==> src/rtl/fetch_pkg.sv <==
// rtl/fetch_pkg.sv - shared types and constants for the instruction fetch unit
package fetch_pkg;

   typedef enum logic [1:0] {
      IDLE = 2'd0,
      REQ  = 2'd1,
      DROP = 2'd2
   } fetch_state_t;

   localparam logic [31:0] NOP_INSTR        = 32'h0000_0013;
   localparam logic [31:0] DEFAULT_RESET_PC = 32'h0000_0000;

endpackage

==> src/rtl/fetch_buffer.sv <==
// rtl/fetch_buffer.sv - decode-facing output register with a single-entry skid slot
module fetch_buffer
   import fetch_pkg::*;
#(
   parameter int DATA_WIDTH = 32
) (
   input  logic                  clk,
   input  logic                  rst,
   input  logic                  i_flush,
   input  logic                  i_push_valid,
   input  logic [DATA_WIDTH-1:0] i_push_instr,
   input  logic [DATA_WIDTH-1:0] i_push_pc,
   input  logic                  i_out_ready,
   output logic                  o_out_valid,
   output logic [DATA_WIDTH-1:0] o_out_instr,
   output logic [DATA_WIDTH-1:0] o_out_pc,
   output logic [DATA_WIDTH-1:0] o_out_pc_plus4,
   output logic                  o_skid_empty_next
);

   localparam logic [DATA_WIDTH-1:0] W_NOP = DATA_WIDTH'(NOP_INSTR);

   logic                  r_out_valid;
   logic [DATA_WIDTH-1:0] r_out_instr;
   logic [DATA_WIDTH-1:0] r_out_pc;
   logic [DATA_WIDTH-1:0] r_out_pc_plus4;
   logic                  r_skid_valid;
   logic [DATA_WIDTH-1:0] r_skid_instr;
   logic [DATA_WIDTH-1:0] r_skid_pc;

   logic                  w_consume;
   logic                  w_out_free;

   assign w_consume  = r_out_valid & i_out_ready;
   assign w_out_free = ~r_out_valid | w_consume;

   // Skid occupancy after the coming edge; the fetch FSM uses it to decide whether to keep requesting
   always_comb begin
      o_skid_empty_next = 1'b1;
      if (!i_flush) begin
         if (w_out_free) begin
            o_skid_empty_next = ~(r_skid_valid & i_push_valid);
         end else begin
            o_skid_empty_next = ~(r_skid_valid | i_push_valid);
         end
      end
   end

   // Output register and skid slot: the skid entry is older, so it always drains ahead of new data
   always_ff @(posedge clk or posedge rst) begin
      if (rst) begin
         r_out_valid    <= 1'b0;
         r_out_instr    <= W_NOP;
         r_out_pc       <= '0;
         r_out_pc_plus4 <= '0;
         r_skid_valid   <= 1'b0;
         r_skid_instr   <= W_NOP;
         r_skid_pc      <= '0;
      end else if (i_flush) begin
         r_out_valid  <= 1'b0;
         r_skid_valid <= 1'b0;
      end else if (w_out_free) begin
         if (r_skid_valid) begin
            r_out_valid    <= 1'b1;
            r_out_instr    <= r_skid_instr;
            r_out_pc       <= r_skid_pc;
            r_out_pc_plus4 <= r_skid_pc + DATA_WIDTH'(4);
            r_skid_valid   <= i_push_valid;
            if (i_push_valid) begin
               r_skid_instr <= i_push_instr;
               r_skid_pc    <= i_push_pc;
            end
         end else if (i_push_valid) begin
            r_out_valid    <= 1'b1;
            r_out_instr    <= i_push_instr;
            r_out_pc       <= i_push_pc;
            r_out_pc_plus4 <= i_push_pc + DATA_WIDTH'(4);
         end else begin
            r_out_valid <= 1'b0;
         end
      end else if (i_push_valid) begin
         r_skid_valid <= 1'b1;
         r_skid_instr <= i_push_instr;
         r_skid_pc    <= i_push_pc;
      end
   end

   assign o_out_valid    = r_out_valid;
   assign o_out_instr    = r_out_valid ? r_out_instr : W_NOP;
   assign o_out_pc       = r_out_pc;
   assign o_out_pc_plus4 = r_out_pc_plus4;

endmodule

==> src/rtl/fetch_unit.sv <==
// rtl/fetch_unit.sv - instruction fetch: PC register, imem request FSM and decode output buffer
module fetch_unit
   import fetch_pkg::*;
#(
   parameter int                      DATA_WIDTH = 32,
   parameter logic [DATA_WIDTH-1:0]   RESET_PC   = DATA_WIDTH'(DEFAULT_RESET_PC)
) (
   input  logic                  clk,
   input  logic                  rst,
   input  logic                  stall,
   input  logic                  redirect,
   input  logic [DATA_WIDTH-1:0] redirect_pc,
   output logic                  imem_req,
   output logic [DATA_WIDTH-1:0] imem_addr,
   input  logic                  imem_ack,
   input  logic [DATA_WIDTH-1:0] imem_rdata,
   output logic [DATA_WIDTH-1:0] instr,
   output logic [DATA_WIDTH-1:0] pc,
   output logic [DATA_WIDTH-1:0] pc_plus4,
   output logic                  instr_valid
);

   fetch_state_t          r_state;
   fetch_state_t          w_next_state;
   logic [DATA_WIDTH-1:0] r_fetch_pc;
   logic [DATA_WIDTH-1:0] r_drop_addr;

   logic [DATA_WIDTH-1:0] w_redirect_pc;
   logic                  w_fetch_ack;
   logic                  w_push;
   logic                  w_out_ready;
   logic                  w_skid_empty_next;

   // Low two bits of a redirect target are dropped so every request stays word aligned
   assign w_redirect_pc = redirect_pc & ~DATA_WIDTH'(3);
   assign w_fetch_ack   = (r_state == REQ) & imem_ack;
   assign w_push        = w_fetch_ack & ~redirect;
   assign w_out_ready   = ~stall;

   // State register
   always_ff @(posedge clk or posedge rst) begin
      if (rst) begin
         r_state <= IDLE;
      end else begin
         r_state <= w_next_state;
      end
   end

   // Next-state logic; redirect outranks both stall and ack
   always_comb begin
      w_next_state = r_state;
      case (r_state)
         IDLE: begin
            if (redirect || w_skid_empty_next) begin
               w_next_state = REQ;
            end
         end
         REQ: begin
            if (redirect) begin
               w_next_state = imem_ack ? REQ : DROP;
            end else if (imem_ack) begin
               w_next_state = w_skid_empty_next ? REQ : IDLE;
            end
         end
         DROP: begin
            if (imem_ack) begin
               w_next_state = REQ;
            end
         end
         default: w_next_state = IDLE;
      endcase
   end

   // Output logic; a DROP request keeps presenting the stale address until memory acknowledges it
   always_comb begin
      imem_req  = (r_state != IDLE);
      imem_addr = (r_state == DROP) ? r_drop_addr : r_fetch_pc;
   end

   // Fetch PC advances on each accepted fetch and jumps on redirect; wraps modulo 2^DATA_WIDTH
   always_ff @(posedge clk or posedge rst) begin
      if (rst) begin
         r_fetch_pc <= RESET_PC;
      end else if (redirect) begin
         r_fetch_pc <= w_redirect_pc;
      end else if (w_fetch_ack) begin
         r_fetch_pc <= r_fetch_pc + DATA_WIDTH'(4);
      end
   end

   // Capture the in-flight address when a redirect orphans an unacknowledged request
   always_ff @(posedge clk or posedge rst) begin
      if (rst) begin
         r_drop_addr <= '0;
      end else if ((r_state == REQ) && redirect && !imem_ack) begin
         r_drop_addr <= r_fetch_pc;
      end
   end

   fetch_buffer #(
      .DATA_WIDTH (DATA_WIDTH)
   ) u_buffer (
      .clk               (clk),
      .rst               (rst),
      .i_flush           (redirect),
      .i_push_valid      (w_push),
      .i_push_instr      (imem_rdata),
      .i_push_pc         (r_fetch_pc),
      .i_out_ready       (w_out_ready),
      .o_out_valid       (instr_valid),
      .o_out_instr       (instr),
      .o_out_pc          (pc),
      .o_out_pc_plus4    (pc_plus4),
      .o_skid_empty_next (w_skid_empty_next)
   );

endmodule

==> config.mk <==
export PLATFORM = sky130hd
export DESIGN_NAME = fetch_unit
export DESIGN_NICKNAME = d
export VERILOG_FILES = /design/src/rtl/fetch_pkg.sv /design/src/rtl/fetch_buffer.sv /design/src/rtl/fetch_unit.sv
export SDC_FILE = /design/constraint.sdc
export NUM_CORES = 1
export LEC_CHECK = 0
export CAP_MARGIN = 15
export CORE_MARGIN = 8
export CORE_UTILIZATION = 30
export DETAILED_ROUTE_END_ITERATION = 16
export GPL_ROUTABILITY_DRIVEN = 0
export SKIP_LAST_GASP = 1
export SYNTH_ARGS = -nofsm -noshare
export SYNTH_HDL_FRONTEND = slang
export SYNTH_SLANG_ARGS = --single-unit
==> constraint.sdc <==
create_clock -name clk -period 8.85 [get_ports clk]
set_input_delay 1.3275 -clock clk [delete_from_list [all_inputs] [get_ports clk]]
set_output_delay 1.3275 -clock clk [all_outputs]
set_load 0.01 [all_outputs]
Yosys cells after proc, flatten, opt, wreduce, memory -nomap -nowiden

Cells that the tools add are included.
Widths: inputs -> output; s select.

Register bits after elaboration: 228
Output and inout bits: 130
Logic and storage cells: 75

Add/sub/neg operators: 2
Eq/ne operators: 6
Multiplexer cells: 33
Bitwise gates (word level): 11
Reduce and logical (&&, ||, !) cells: 13

Operators by type and width:

| cell                  | count |
|---|---|
| $mux 32               | 16 |
| $add 32x3->32 const B | 2 |
| $mux 1                | 11 |
| $mux 2                | 5 |
| $reduce_bool 2->1     | 4 |
| $pmux 2 s3            | 1 |
| $reduce_and 3->1      | 2 |
| $not 1->1             | 5 |
| $and 1x1->1           | 4 |
| $ne 2x2->1 const B    | 2 |
| $ne 3x3->1 const B    | 1 |
| $reduce_bool 3->1     | 1 |
| $eq 2x1->1 const B    | 1 |
| $eq 2x2->1 const B    | 1 |
| $logic_and 1x1->1     | 2 |
| $logic_not 2->1       | 1 |
| $ne 2x1->1 const B    | 1 |
| $or 1x1->1            | 2 |
| $reduce_and 2->1      | 1 |
| $logic_not 1->1       | 1 |
| $logic_or 1x1->1      | 1 |

Longest topological paths before layout

Depth in word-level cells: 11
Mapped depth: 9
Gate-level depth less buffers: 7

Modules after synthesis

Synthesis repeated with hierarchy kept, for this count alone.

Cells, all modules: 1021
Area, all modules: 11081.9 µm²

By module, submodules not included:

| module       | times used | cells an instance | area each (µm²) |
|---|---|---|---|
| fetch_buffer | 1          | 705               | 7706.1 |
| fetch_unit   | 1          | 316               | 3375.7 |

Worst setup path after synthesis

Ideal clock, no wire load.

Kind: register to output
From: reg r_state[1]
To: out imem_addr[10]
Data arrival time: 1437 ps
Required time: 7523 ps
Slack: 6085 ps
Stages on the path, launching flop included: 5
Path through: dfrtp_1 nor2b_1 clkbuf_1 buf_1 mux2_2

Longest elaborated chain between the ends: 2

RTL lines:

| item                   | line             | text |
|---|---|---|
| from (decl)            | fetch_unit.sv:23 | `fetch_state_t r_state;` |
| from (signal assigned) | fetch_unit.sv:45 | `r_state <= w_next_state;` |
| $eq 2x2->1             | fetch_unit.sv:77 | `imem_addr = (r_state == DROP) ? r_drop_addr : r_fetch_pc;` |
| $mux 32                | fetch_unit.sv:77 |  |
| to (decl)              | fetch_unit.sv:14 | `output logic [DATA_WIDTH-1:0] imem_addr,` |

Every way passes these cells.

Worst setup path in the final report

From: reg r_state[1]
To: out imem_addr[21]

The elaborated chain is that of the path after synthesis.

==> reports/qor.txt <==
WORST SETUP PATH
--------------------------------------------------------------------------------
Data required time of the worst path ..............................      7.52 ns
Type of origin of the critical path ...............................    flip-flop
Chain of cells forming the critical path .......................... nor2b_2 -> buf_4 -> mux2_2 -> clkdlybuf4s50_1
Max stage delay cell, worst path ..................................      nor2b_2
Type of the worst setup path ...................................... flip-flop to primary output
Peak per-stage delay on the critical path .........................      0.71 ns
Top Family by Delay on Critical Path .............................. buffers and inverters
Maximum fanout count along the critical path ......................           17
Crit path DAT .....................................................      2.95 ns
Combined buffer and inverter count along the critical path ........            2
Crit end category ................................................. primary output

SYNTH
--------------------------------------------------------------------------------
Summed instance area of the synthesized netlist ...................   0.0110 mm2
Number of instances in the synthesized netlist ....................         1058
Async set-reset flop share out of synthesis .......................         1.00
Share of the yosys chip area belonging to registers ...............        0.495
Leading register cell type out of synthesis .......................      dfrtp_1
Post-synthesis average cell area ..................................     10.4 um2
Yosys warns .......................................................            0
Count of state elements after synthesis ...........................          218
Number of flops mapped to enable cells by yosys ...................            0
Netlist cell types ................................................           48

FLOORPLANNING
--------------------------------------------------------------------------------
Standard-cell rows ................................................           70
I/O pin count .....................................................          199
CORE AREA .........................................................   0.0364 mm2
Initial Util ......................................................        0.303
Die outline height ................................................       208 um
Die area ..........................................................   0.0432 mm2
Horizontal die dimension ..........................................       208 um

FLOW RUN
--------------------------------------------------------------------------------
Max-cap violation count ...........................................            0

CLOCK TREE
--------------------------------------------------------------------------------
Worst-Skew Late Latency ...........................................      0.53 ns
CTS HTree Levels ..................................................            1
Clock tree sinks ..................................................          218
Setup fix buffers added after clock tree synthesis ................            0
Number of buffers on the longest clock path .......................            3
Clock transition at the registers of the reported paths ...........      0.06 ns
PostCTS Resize Cnt ................................................            0
Clock tree root driver cell .......................................    clkbuf_16
Clock tree from TritonCTS .........................................         done
Hold buffers post-CTS .............................................            0
Number of CTS-inserted buffers ....................................           27

CELLS AND AREA
--------------------------------------------------------------------------------
Final nets ........................................................         1271
Ratio of cells with drive above 1 in the final layout .............        0.163
Utilization of the core after routing .............................        0.389
Antenna diode count ...............................................            0
Area growth, synth to finish ......................................        28.3%
Sequential Area ...................................................  0.00547 mm2
Final standard cell count with taps included and fillers excluded .         1689
Count of filler cells inserted in the layout ......................         3619
Multi-input gate area in the final layout .........................  0.00519 mm2

PLACE
--------------------------------------------------------------------------------
HPWL reported at the end of detailed placement ....................      22.2 mm
Placed Instances ..................................................         1638
Number of buffers added on ports ..................................          190

GLOBAL ROUTING
--------------------------------------------------------------------------------
Global-route track usage on met1 ..................................        0.196
Most heavily used metal layer in global routing ...................         met2
M2 GR Usage .......................................................        0.220
First-pass GRT wire length ........................................      49.7 mm
Number of global-route vias before repair .........................         8237
Aggregate global-route resource usage .............................        0.142
Overall overflow remaining after global route .....................            0
Met3 global-route usage ...........................................       0.0349
Maximum number of pins on one net before global-route repair ......          125
Initial antenna violation count ...................................            0

POWER
--------------------------------------------------------------------------------
PwrDens ...........................................................   262 mW/mm2
Combinational power share .........................................        0.269
Leakage component of the power ....................................      5.66 nW
Post-route total power ............................................    0.00371 W
Sw Share ..........................................................        0.307
Clock network fraction of design power ............................        0.291
Net load switching power ..........................................    0.00114 W
Total internal power ..............................................    0.00257 W
Part of the total power dissipated in sequential elements .........        0.440
Peak ir drop on the vdd network ...................................     0.141 mV

STA
--------------------------------------------------------------------------------
Final Max Slew Viols ..............................................            0
Number of hold-slack violations in the final timing report ........            0
Final number of setup-violating endpoints .........................            0
Final worst path period need ......................................      4.28 ns
Clock skew ........................................................    0.0108 ns
Sum of negative setup slack .......................................         0 ns
Pin slew with the least headroom to its limit .....................     0.957 ns
Maximum clock frequency ...........................................      234 MHz
Relative slew slack ...............................................        0.362
Unrepaired setup endpoints after global routing ...................           no
Post-route clock period utilization ...............................        0.483

ROUTING
--------------------------------------------------------------------------------
DRC violation total after the first TritonRoute iteration .........          392
Via count normalized by instance count ............................         4.76
Detailed-route via count ..........................................         8041
Total length of routed wires ......................................      31.1 mm
Average wire per standard cell ....................................      18.4 um
First-pass DRT Iterations .........................................            5
Residual antenna-violating net count after detailed routing .......            0
Count of unresolved DRC violations after routing ..................            0

HOLD PATH
--------------------------------------------------------------------------------
Min-delay worst type .............................................. flip-flop to flip-flop

STATUS
--------------------------------------------------------------------------------
Result of the run ................................................. finished, final reports clean

## cells in the final DEF, fill, tap and decap left out, types with 6 or more instances in the layout
master,n
clkbuf_8,11
dfrtp_1,211
and3_1,7
nor3_1,6
mux2i_1,69
xnor2_1,45
clkdlybuf4s50_1,189
a21oi_1,10
o21ai_0,125
dfstp_2,6
clkbuf_16,27
nand3_1,29
nor2_1,35
conb_1,6
nand2_1,144
a22oi_1,10
xor2_1,37
nand4_1,23
and2_1,33
clkbuf_1,7
buf_4,10
mux2_2,121
## synthesized netlist by cell type (3+ instances only)
cell type / count / area, um2
dfrtp_1: 212 / 5310
nand2_1: 144 / 541
o21ai_0: 125 / 626
mux2_2: 121 / 1360
mux2i_1: 69 / 691
clkbuf_1: 60 / 225
xnor2_1: 45 / 394
xor2_1: 37 / 324
nor2_1: 36 / 135
and2_1: 33 / 206
nand3_1: 29 / 145
nand4_1: 23 / 144
buf_2: 18 / 90.1
a21oi_1: 10 / 50.1
a22oi_1: 10 / 75.1
and3_1: 7 / 43.8
buf_1: 6 / 22.5
buf_4: 6 / 45.0
dfstp_2: 6 / 158
nor3_1: 6 / 30.0
inv_1: 5 / 18.8
nand2b_1: 5 / 31.3
nor4_1: 5 / 31.3
or2_2: 5 / 31.3
and4_1: 4 / 35.0
or3_1: 3 / 18.8
## flip-flops by register name, summed over array words and instances (netlist names)
register                 cells
u_buffer.r_out_instr        32
u_buffer.o_out_pc           30
r_drop_addr                 30
u_buffer.o_out_valid         1
u_buffer.r_skid_valid        1
r_state                      2
u_buffer.r_skid_pc          30
r_fetch_pc                  30
u_buffer.o_out_pc_plus4     30
u_buffer.r_skid_instr       32
## through the flow
step           cell area [um2]  worst slack (ns)  hold slack, ns
6_report                 14200              4.57           0.472
5_1_grt                  14200              4.38           0.490
4_1_cts                  14100              4.50           0.475
3_5_place_dp             13200              4.13           0.462
3_3_place_gp             13200              4.21           0.454
2_1_floorplan            11100              1.57           0.442
## final cells by class
class / count / area share
sequential: 218 / 0.386
multi-input combinational: 747 / 0.367
timing repair buffer: 201 / 0.141
clock buffer: 45 / 0.0603
tap: 468 / 0.0414
clock inverter: 5 / 0.00247
inverter: 5 / 0.00186
## power groups by stage
stage	Clock, W	Sequential (W)	Combinational [W]
3_3_place_gp	0	0.00164	0.000992
6_report	0.00108	0.00163	0.000998
3_5_place_dp	0	0.00166	0.00101
4_1_cts	0.00112	0.00164	0.00101
5_1_grt	0.00116	0.00169	0.00110
2_1_floorplan	0	0.00160	0.000527
## worst reg2reg max path, delay by kind of cell (launching register included)
family,cells,cell delay [ns]
DFF,1,0.80
AOI/OAI and AO/OA,2,1.07
buffers and inverters,2,1.28
## routing by layer
metal / part of all wire / routed length [um]
met1: 0.48 / 14900
met5: 0 / 0
met2: 0.44 / 13700
met3: 0.061 / 1890
met4: 0.019 / 584
## worst paths after layout
check | from | to | slack, ns | cells after the start
max | r_state[1] | imem_addr[21] | 4.57 | 4
min | u_buffer.r_out_instr[14] | u_buffer.r_out_instr[14] | 0.47 | 2
max reg2reg | u_buffer.r_skid_valid | u_buffer.o_out_pc_plus4[7] | 5.55 | 4
min reg2reg | u_buffer.r_out_instr[14] | u_buffer.r_out_instr[14] | 0.47 | 2
max in group asynchronous | rst | u_buffer.o_out_pc[27] | 6.07 | 3
min in group asynchronous | rst | u_buffer.r_out_instr[15] | 1.38 | 2
## cell families after synthesis
logic type / Yosys count / synth area share
multiplexers: 190 / 0.186
AND/OR/NAND/NOR: 312 / 0.137
buffers and inverters: 98 / 0.0389
other: 1 / 0.000340
XOR/XNOR: 82 / 0.0651
adder cells (fa/ha/maj): 2 / 0.00227
flip-flops: 218 / 0.495
AO/OA/AOI/OAI: 155 / 0.0752
No activity file was read; power rests on OpenSTA's default activity.
